### src/rtl/jt49_pkg.sv
// ---------------------------------------------------------------------------
// jt49_pkg : bus codes, FSM states and helpers for the jt49 bus arbiter
// rev 1.0
// ---------------------------------------------------------------------------
`default_nettype none

package jt49_pkg;

  // {bdir, bc1} codes seen by the AY-3-8910 style bus
  localparam logic [1:0] BUS_INACT = 2'b00;
  localparam logic [1:0] BUS_READ  = 2'b01;
  localparam logic [1:0] BUS_WRITE = 2'b10;
  localparam logic [1:0] BUS_ADDR  = 2'b11;

  typedef enum logic [2:0] {
    IDLE = 3'd0,
    ADDR = 3'd1,
    GAP  = 3'd2,
    DATA = 3'd3,
    REC  = 3'd4
  } state_t;

  function automatic logic [1:0] data_code(input logic we);
    return we ? BUS_WRITE : BUS_READ;
  endfunction

  function automatic logic [7:0] data_bus(input logic we, input logic [7:0] wdata);
    return we ? wdata : 8'h00;
  endfunction

endpackage

`default_nettype wire

### src/rtl/jt49_bus_arb_if.sv
// ---------------------------------------------------------------------------
// jt49_bus_arb_if : requester handshakes plus the BDIR/BC1/DA chip bus
// rev 1.0
// ---------------------------------------------------------------------------
`default_nettype none

interface jt49_bus_arb_if;

  logic       r0_req;
  logic       r0_we;
  logic [3:0] r0_addr;
  logic [7:0] r0_wdata;
  logic       r0_ack;

  logic       r1_req;
  logic       r1_we;
  logic [3:0] r1_addr;
  logic [7:0] r1_wdata;
  logic       r1_ack;

  logic [7:0] rd_data;
  logic       busy;

  logic       bdir;
  logic       bc1;
  logic [7:0] da;
  logic [7:0] psg_dout;

  modport slave (
    input  r0_req, r0_we, r0_addr, r0_wdata,
    input  r1_req, r1_we, r1_addr, r1_wdata,
    input  psg_dout,
    output r0_ack, r1_ack, rd_data, busy, bdir, bc1, da
  );

  modport master (
    output r0_req, r0_we, r0_addr, r0_wdata,
    output r1_req, r1_we, r1_addr, r1_wdata,
    output psg_dout,
    input  r0_ack, r1_ack, rd_data, busy, bdir, bc1, da
  );

endinterface

`default_nettype wire

### src/rtl/jt49_rr_arb2.sv
// ---------------------------------------------------------------------------
// jt49_rr_arb2 : two-way round-robin arbiter, grants only while en is high
// rev 1.0
// ---------------------------------------------------------------------------
`default_nettype none

module jt49_rr_arb2 (
  input  logic       clk,
  input  logic       rst_n,
  input  logic [1:0] req,
  input  logic       en,
  output logic [1:0] gnt
);

  logic rr_ptr;

  always_comb begin
    gnt = 2'b00;
    if (en) begin
      if (req == 2'b11) begin
        gnt = rr_ptr ? 2'b10 : 2'b01;
      end else begin
        gnt = req;
      end
    end
  end

  // after any grant the other requester wins the next tie
  always_ff @(posedge clk) begin
    if (!rst_n) begin
      rr_ptr <= 1'b0;
    end else if (|gnt) begin
      rr_ptr <= gnt[0];
    end
  end

endmodule

`default_nettype wire

### src/rtl/jt49_bus_arb.sv
// ---------------------------------------------------------------------------
// jt49_bus_arb : shares and sequences one BDIR/BC1/DA bus for two requesters
// rev 1.0
// ---------------------------------------------------------------------------
`default_nettype none

module jt49_bus_arb
  import jt49_pkg::*;
#(
  parameter int unsigned PHASE_CYC = 2,
  parameter int unsigned GAP_CYC   = 1,
  parameter bit          SKIP_ADDR = 1'b1
) (
  input  logic           clk,
  input  logic           rst_n,
  jt49_bus_arb_if.slave  bus
);

  localparam logic [3:0] PHASE_LOAD = 4'(PHASE_CYC - 1);
  localparam logic [3:0] GAP_LOAD   = 4'(GAP_CYC - 1);

  state_t     state, state_n;
  logic [3:0] cnt, cnt_n;
  logic       sel, sel_n;
  logic       we_q, we_n;
  logic [3:0] addr_q, addr_n;
  logic [7:0] wdata_q, wdata_n;
  logic [3:0] last_addr, last_addr_n;
  logic       addr_valid, addr_valid_n;
  logic [1:0] code, code_n;
  logic [7:0] da_q, da_n;
  logic [1:0] ack_q, ack_n;
  logic [7:0] rd_q, rd_n;

  logic       grant_en;
  logic [1:0] gnt;

  assign grant_en = (state == IDLE);

  jt49_rr_arb2 u_arb (
    .clk   (clk),
    .rst_n (rst_n),
    .req   ({bus.r1_req, bus.r0_req}),
    .en    (grant_en),
    .gnt   (gnt)
  );

  always_ff @(posedge clk) begin
    if (!rst_n) begin
      state      <= IDLE;
      cnt        <= 4'd0;
      sel        <= 1'b0;
      we_q       <= 1'b0;
      addr_q     <= 4'd0;
      wdata_q    <= 8'h00;
      last_addr  <= 4'd0;
      addr_valid <= 1'b0;
      code       <= BUS_INACT;
      da_q       <= 8'h00;
      ack_q      <= 2'b00;
      rd_q       <= 8'h00;
    end else begin
      state      <= state_n;
      cnt        <= cnt_n;
      sel        <= sel_n;
      we_q       <= we_n;
      addr_q     <= addr_n;
      wdata_q    <= wdata_n;
      last_addr  <= last_addr_n;
      addr_valid <= addr_valid_n;
      code       <= code_n;
      da_q       <= da_n;
      ack_q      <= ack_n;
      rd_q       <= rd_n;
    end
  end

  // code_n/da_n describe the bus during the *next* cycle, so every phase
  // drives its code on entry and on each non-final cycle.
  always_comb begin
    state_n      = state;
    cnt_n        = cnt;
    sel_n        = sel;
    we_n         = we_q;
    addr_n       = addr_q;
    wdata_n      = wdata_q;
    last_addr_n  = last_addr;
    addr_valid_n = addr_valid;
    rd_n         = rd_q;
    code_n       = BUS_INACT;
    da_n         = 8'h00;

    case (state)
      IDLE: begin
        if (|gnt) begin
          sel_n   = gnt[1];
          we_n    = gnt[1] ? bus.r1_we    : bus.r0_we;
          addr_n  = gnt[1] ? bus.r1_addr  : bus.r0_addr;
          wdata_n = gnt[1] ? bus.r1_wdata : bus.r0_wdata;
          cnt_n   = PHASE_LOAD;
          if (SKIP_ADDR && addr_valid && (addr_n == last_addr)) begin
            state_n = DATA;
            code_n  = data_code(we_n);
            da_n    = data_bus(we_n, wdata_n);
          end else begin
            state_n = ADDR;
            code_n  = BUS_ADDR;
            da_n    = {4'h0, addr_n};
          end
        end
      end
      ADDR: begin
        if (cnt == 4'd0) begin
          state_n      = GAP;
          cnt_n        = GAP_LOAD;
          last_addr_n  = addr_q;
          addr_valid_n = 1'b1;
        end else begin
          cnt_n  = cnt - 4'd1;
          code_n = BUS_ADDR;
          da_n   = {4'h0, addr_q};
        end
      end
      GAP: begin
        if (cnt == 4'd0) begin
          state_n = DATA;
          cnt_n   = PHASE_LOAD;
          code_n  = data_code(we_q);
          da_n    = data_bus(we_q, wdata_q);
        end else begin
          cnt_n = cnt - 4'd1;
        end
      end
      DATA: begin
        if (cnt == 4'd0) begin
          state_n = REC;
          cnt_n   = GAP_LOAD;
          if (!we_q) begin
            rd_n = bus.psg_dout;
          end
        end else begin
          cnt_n  = cnt - 4'd1;
          code_n = data_code(we_q);
          da_n   = data_bus(we_q, wdata_q);
        end
      end
      REC: begin
        if (cnt == 4'd0) begin
          state_n = IDLE;
        end else begin
          cnt_n = cnt - 4'd1;
        end
      end
      default: begin
        state_n = IDLE;
      end
    endcase

    // ack is registered, so raise it when entering the final REC cycle
    ack_n = ((state_n == REC) && (cnt_n == 4'd0)) ? (sel_n ? 2'b10 : 2'b01) : 2'b00;
  end

  assign bus.bdir    = code[1];
  assign bus.bc1     = code[0];
  assign bus.da      = da_q;
  assign bus.r0_ack  = ack_q[0];
  assign bus.r1_ack  = ack_q[1];
  assign bus.rd_data = rd_q;
  assign bus.busy    = (state != IDLE);

endmodule

`default_nettype wire

### src/flat_wrapper.sv
// flat-port wrapper written by rule: the top's interface ports become plain ports
module jt49_bus_arb_flat import jt49_pkg::*;
#(
  parameter int unsigned PHASE_CYC = 2,
  parameter int unsigned GAP_CYC   = 1,
  parameter bit          SKIP_ADDR = 1'b1
)
  (clk, rst_n, bus_r0_req, bus_r0_we, bus_r0_addr, bus_r0_wdata, bus_r1_req, bus_r1_we, bus_r1_addr, bus_r1_wdata, bus_psg_dout, bus_r0_ack, bus_r1_ack, bus_rd_data, bus_busy, bus_bdir, bus_bc1, bus_da);
  jt49_bus_arb_if bus_i ();
  input  logic clk;
  input  logic rst_n;
  input wire logic [$bits(bus_i.r0_req)-1:0] bus_r0_req;
  input wire logic [$bits(bus_i.r0_we)-1:0] bus_r0_we;
  input wire logic [$bits(bus_i.r0_addr)-1:0] bus_r0_addr;
  input wire logic [$bits(bus_i.r0_wdata)-1:0] bus_r0_wdata;
  input wire logic [$bits(bus_i.r1_req)-1:0] bus_r1_req;
  input wire logic [$bits(bus_i.r1_we)-1:0] bus_r1_we;
  input wire logic [$bits(bus_i.r1_addr)-1:0] bus_r1_addr;
  input wire logic [$bits(bus_i.r1_wdata)-1:0] bus_r1_wdata;
  input wire logic [$bits(bus_i.psg_dout)-1:0] bus_psg_dout;
  output wire logic [$bits(bus_i.r0_ack)-1:0] bus_r0_ack;
  output wire logic [$bits(bus_i.r1_ack)-1:0] bus_r1_ack;
  output wire logic [$bits(bus_i.rd_data)-1:0] bus_rd_data;
  output wire logic [$bits(bus_i.busy)-1:0] bus_busy;
  output wire logic [$bits(bus_i.bdir)-1:0] bus_bdir;
  output wire logic [$bits(bus_i.bc1)-1:0] bus_bc1;
  output wire logic [$bits(bus_i.da)-1:0] bus_da;
  assign bus_i.r0_req = bus_r0_req;
  assign bus_i.r0_we = bus_r0_we;
  assign bus_i.r0_addr = bus_r0_addr;
  assign bus_i.r0_wdata = bus_r0_wdata;
  assign bus_i.r1_req = bus_r1_req;
  assign bus_i.r1_we = bus_r1_we;
  assign bus_i.r1_addr = bus_r1_addr;
  assign bus_i.r1_wdata = bus_r1_wdata;
  assign bus_i.psg_dout = bus_psg_dout;
  assign bus_r0_ack = bus_i.r0_ack;
  assign bus_r1_ack = bus_i.r1_ack;
  assign bus_rd_data = bus_i.rd_data;
  assign bus_busy = bus_i.busy;
  assign bus_bdir = bus_i.bdir;
  assign bus_bc1 = bus_i.bc1;
  assign bus_da = bus_i.da;
  jt49_bus_arb #(.PHASE_CYC(PHASE_CYC), .GAP_CYC(GAP_CYC), .SKIP_ADDR(SKIP_ADDR)) u_core (.clk(clk), .rst_n(rst_n), .bus(bus_i));
endmodule
### config.mk
export PLATFORM = sky130hd
export DESIGN_NAME = jt49_bus_arb_flat
export DESIGN_NICKNAME = d
export VERILOG_FILES = /design/src/rtl/jt49_pkg.sv /design/src/rtl/jt49_bus_arb_if.sv /design/src/rtl/jt49_rr_arb2.sv /design/src/rtl/jt49_bus_arb.sv /design/src/flat_wrapper.sv
export SDC_FILE = /design/constraint.sdc
export NUM_CORES = 1
export LEC_CHECK = 0
export BUFFER_PORTS_ARGS = -buffer_cell sky130_fd_sc_hd__buf_2
export CAP_MARGIN = 10
export CORE_UTILIZATION = 48
export DETAILED_ROUTE_END_ITERATION = 16
export GPL_ROUTABILITY_DRIVEN = 0
export HOLD_SLACK_MARGIN = 0.06
export PLACE_DENSITY_LB_ADDON = 0.3
export SLEW_MARGIN = 20
export SYNTH_ARGS = -nofsm -noshare
export SYNTH_HDL_FRONTEND = slang
export SYNTH_SLANG_ARGS = --single-unit
### constraint.sdc
create_clock -name clk -period 2.4 [get_ports clk]
set_clock_uncertainty 0.15 [all_clocks]
set_input_delay 0.6 -clock clk [delete_from_list [all_inputs] [get_ports clk]]
set_output_delay 0.6 -clock clk [all_outputs]
set_load 0.01 [all_outputs]
==> metrics.txt <==
status=completed; Multi-input gate area=1353 µm²; number of detailed-route iterations in the first pass=4; Post-synth top flop=dfxtp_1; final hold violation count=0; initial antenna violation count=0; Post-DP Area=2834 µm²; most area-consuming cells after synthesis=dfxtp_1 (39%), mux2i_1 (7.9%), nor2_1 (7.0%); Arr. time, crit path=2330 ps; yosys synthesis warning count=0; period utilization=94.09%; asr flop ratio synth=0%; Routed WL=5.811 mm; HP Class=reg2reg; CP max FO=5; clock-pin slew on the worst setup and hold paths=90 ps; Hold Crit Depth=2; post-route setup TNS=0 ps; syn avg cell area=8.473 µm²; Synth top cells by count=dfxtp_1 (47), nor2_1 (45), a21oi_1 (20); Setup crit end kind=flip-flop; Die W=72.93 µm; GRT overflow=0; Die H=72.93 µm; critical path class=reg2reg; DRC=0; CTS sink cnt=47; slew margin rel.=71.21%; DR vias=2265; RSZ-0062 raised after global routing=no; synthesized flop and latch total=47; die area=5319 µm²; Final Max Slew Viols=0; post-synthesis cell count=285; CTS Buf Count=5; # nets final=391; count leader, synth=dfxtp_1; vias in the first global route=2197; Leak=0.001313 µW; FF-to-FF path depth=10; final non-filler cell area=2950 µm²; crit path launch type=flip-flop; post-synthesis sequential area ratio=38.96%; Fillers=432; Crit path required time=2470 ps; hold-fix buffers at CTS=0; DRT antenna net count=0; total track usage=24.02%; syn nets=326; Max VDD drop=0.5049 mV; FF/Latch Area=942.2 µm²; top cell type's share of synthesized area=38.96%; # diodes=0; P per Cell Area=1150 nW/µm²; Post-DP HPWL=4.105 mm; synthesis-to-layout area growth=22.18%; clock root buffer master=clkbuf_8; IO buf count=58; vias per cell=5.419; layout cell share with drive strength beyond 1=28.21%; synthesized area=2415 µm²; Wirelength per Cell=13.90 µm; Tmin final=2258 ps; cell row count=25; Clock Latency Late Sink=300 ps; Post-synth EDFFs=0; Iter 0 DRT Violations=125; Max-Cap Viols=0; H-tree depth=2; CTS tree=built; Max clock buf depth=2; Netlist cell types=52; core box area=4786 µm²; # IOs=59; largest net degree at the start of global routing=33; FMAX=442.9 MHz; first-pass GRT wire length=9.832 mm; worst slew pin tran=430.9 ps; final setup vio count=0; Starting Density=50.46%; largest area contributor in the netlist=dfxtp_1
==> metrics by stage <==
step | hold WS (ps) | total power (µW) | setup WS (ps) | utilization [%] | cells
after floorplan | 272.0 | 2337 | 102.4 | - | 285
after global placement | 284.7 | 2760 | 43.58 | 59.22 | 410
after detailed placement | 293.7 | 2797 | 17.39 | 59.22 | 410
after CTS | 309.3 | 3386 | 56.23 | 61.57 | 418
after global routing | 341.5 | 3658 | 3.165 | 61.65 | 418
final | 311.6 | 3394 | 142.0 | 61.65 | 418
==> flip-flops by register name, indices dropped and copies added (netlist names) <==
register,flops
u_core.sel,1
u_core.last_addr,4
u_core.addr_valid,1
u_core.cnt,4
u_core.wdata_q,8
u_core.ack_q,2
u_core.addr_q,4
u_core.bus.da,8
u_core.we_q,1
u_core.state,3
u_core.bus.rd_data,8
u_core.u_arb.rr_ptr,1
u_core.code,2
==> routing by layer <==
metal  track usage [%]  routed length, µm  up-vias
li1                  -                  -     1158
met1             29.82               2602     1055
met2             40.71               2914       44
met3             4.420                191        8
met4             10.46                102        0
met5                 0                  0        -
==> area by class of cell <==
| cell class | instances | share of cell area, % |
|---|---|---|
| Timing Repair Buffer | 74 | 13.91 |
| Clock buffer | 5 | 2.332 |
| Tap cell | 67 | 2.841 |
| Inverter | 13 | 1.654 |
| Sequential cell | 47 | 31.93 |
| Multi-Input combinational cell | 209 | 45.84 |
| Clock inverter | 3 | 1.484 |
==> critical path: stages (launching register included) <==
cell and delay, ps:
dfxtp_2 350, inv_1 80, ha_1 160, and2_1 160, inv_2 60, ha_1 270, nand2_1 50, o211ai_1 100
o21ai_1 120, or3b_4 420, nor4b_2 260
==> kinds of logic (layout without fill, tap and decap cells) <==
kind of cell	Yosys count	after routing	share of synthesized area, %
multiplexers	25	25	10.67
flip-flops	47	47	38.96
XOR/XNOR	2	2	0.7255
AO/OA/AOI/OAI	66	66	19.79
adder cells (fa/ha/maj)	3	3	1.555
AND/OR/NAND/NOR	113	113	23.16
buffers and inverters	29	95	5.130
==> placed cells by master, fill, tap and decap left out, types with 4 or more instances in the layout <==
master / netlist / routed
a2111o_1: 4 / 4
a211oi_1: 10 / 10
a21oi_1: 20 / 20
a22o_1: 4 / 4
and2_1: 4 / 4
and3_1: 4 / 4
buf_2: 3 / 58
buf_4: 1 / 16
clkbuf_8: 0 / 5
dfxtp_1: 47 / 46
inv_1: 10 / 10
mux2_2: 6 / 6
mux2i_1: 19 / 19
nand2_1: 17 / 17
nand3_1: 7 / 7
nand4_1: 9 / 9
nor2_1: 45 / 45
nor3_1: 8 / 8
nor4_1: 4 / 4
o21ai_0: 6 / 5
==> worst paths after layout <==
kind / start / to / slack, ps
setup / recovery: u_core.cnt[0] / u_core.ack_q[0] / 140
hold / removal: u_core.wdata_q[4] / u_core.bus.da[4] / 310
hold reg to reg: u_core.wdata_q[4] / u_core.bus.da[4] / 310
setup reg to reg: u_core.cnt[0] / u_core.ack_q[0] / 140
==> power breakdown <==
group	leakage (µW)	switching, µW	internal (µW)
clock	0.0000581	280	311
sequential	0.000385	137	978
combinational	0.000870	978	710
total	0.00131	1400	2000
==> what timing repair did <==
item / 4_1_cts / 5_1_grt
resized for setup: 0 / 3
buffers inserted: 0 / 0
endpoints found under the setup margin: 0 / 2
(Power assumes the default switching activity.)
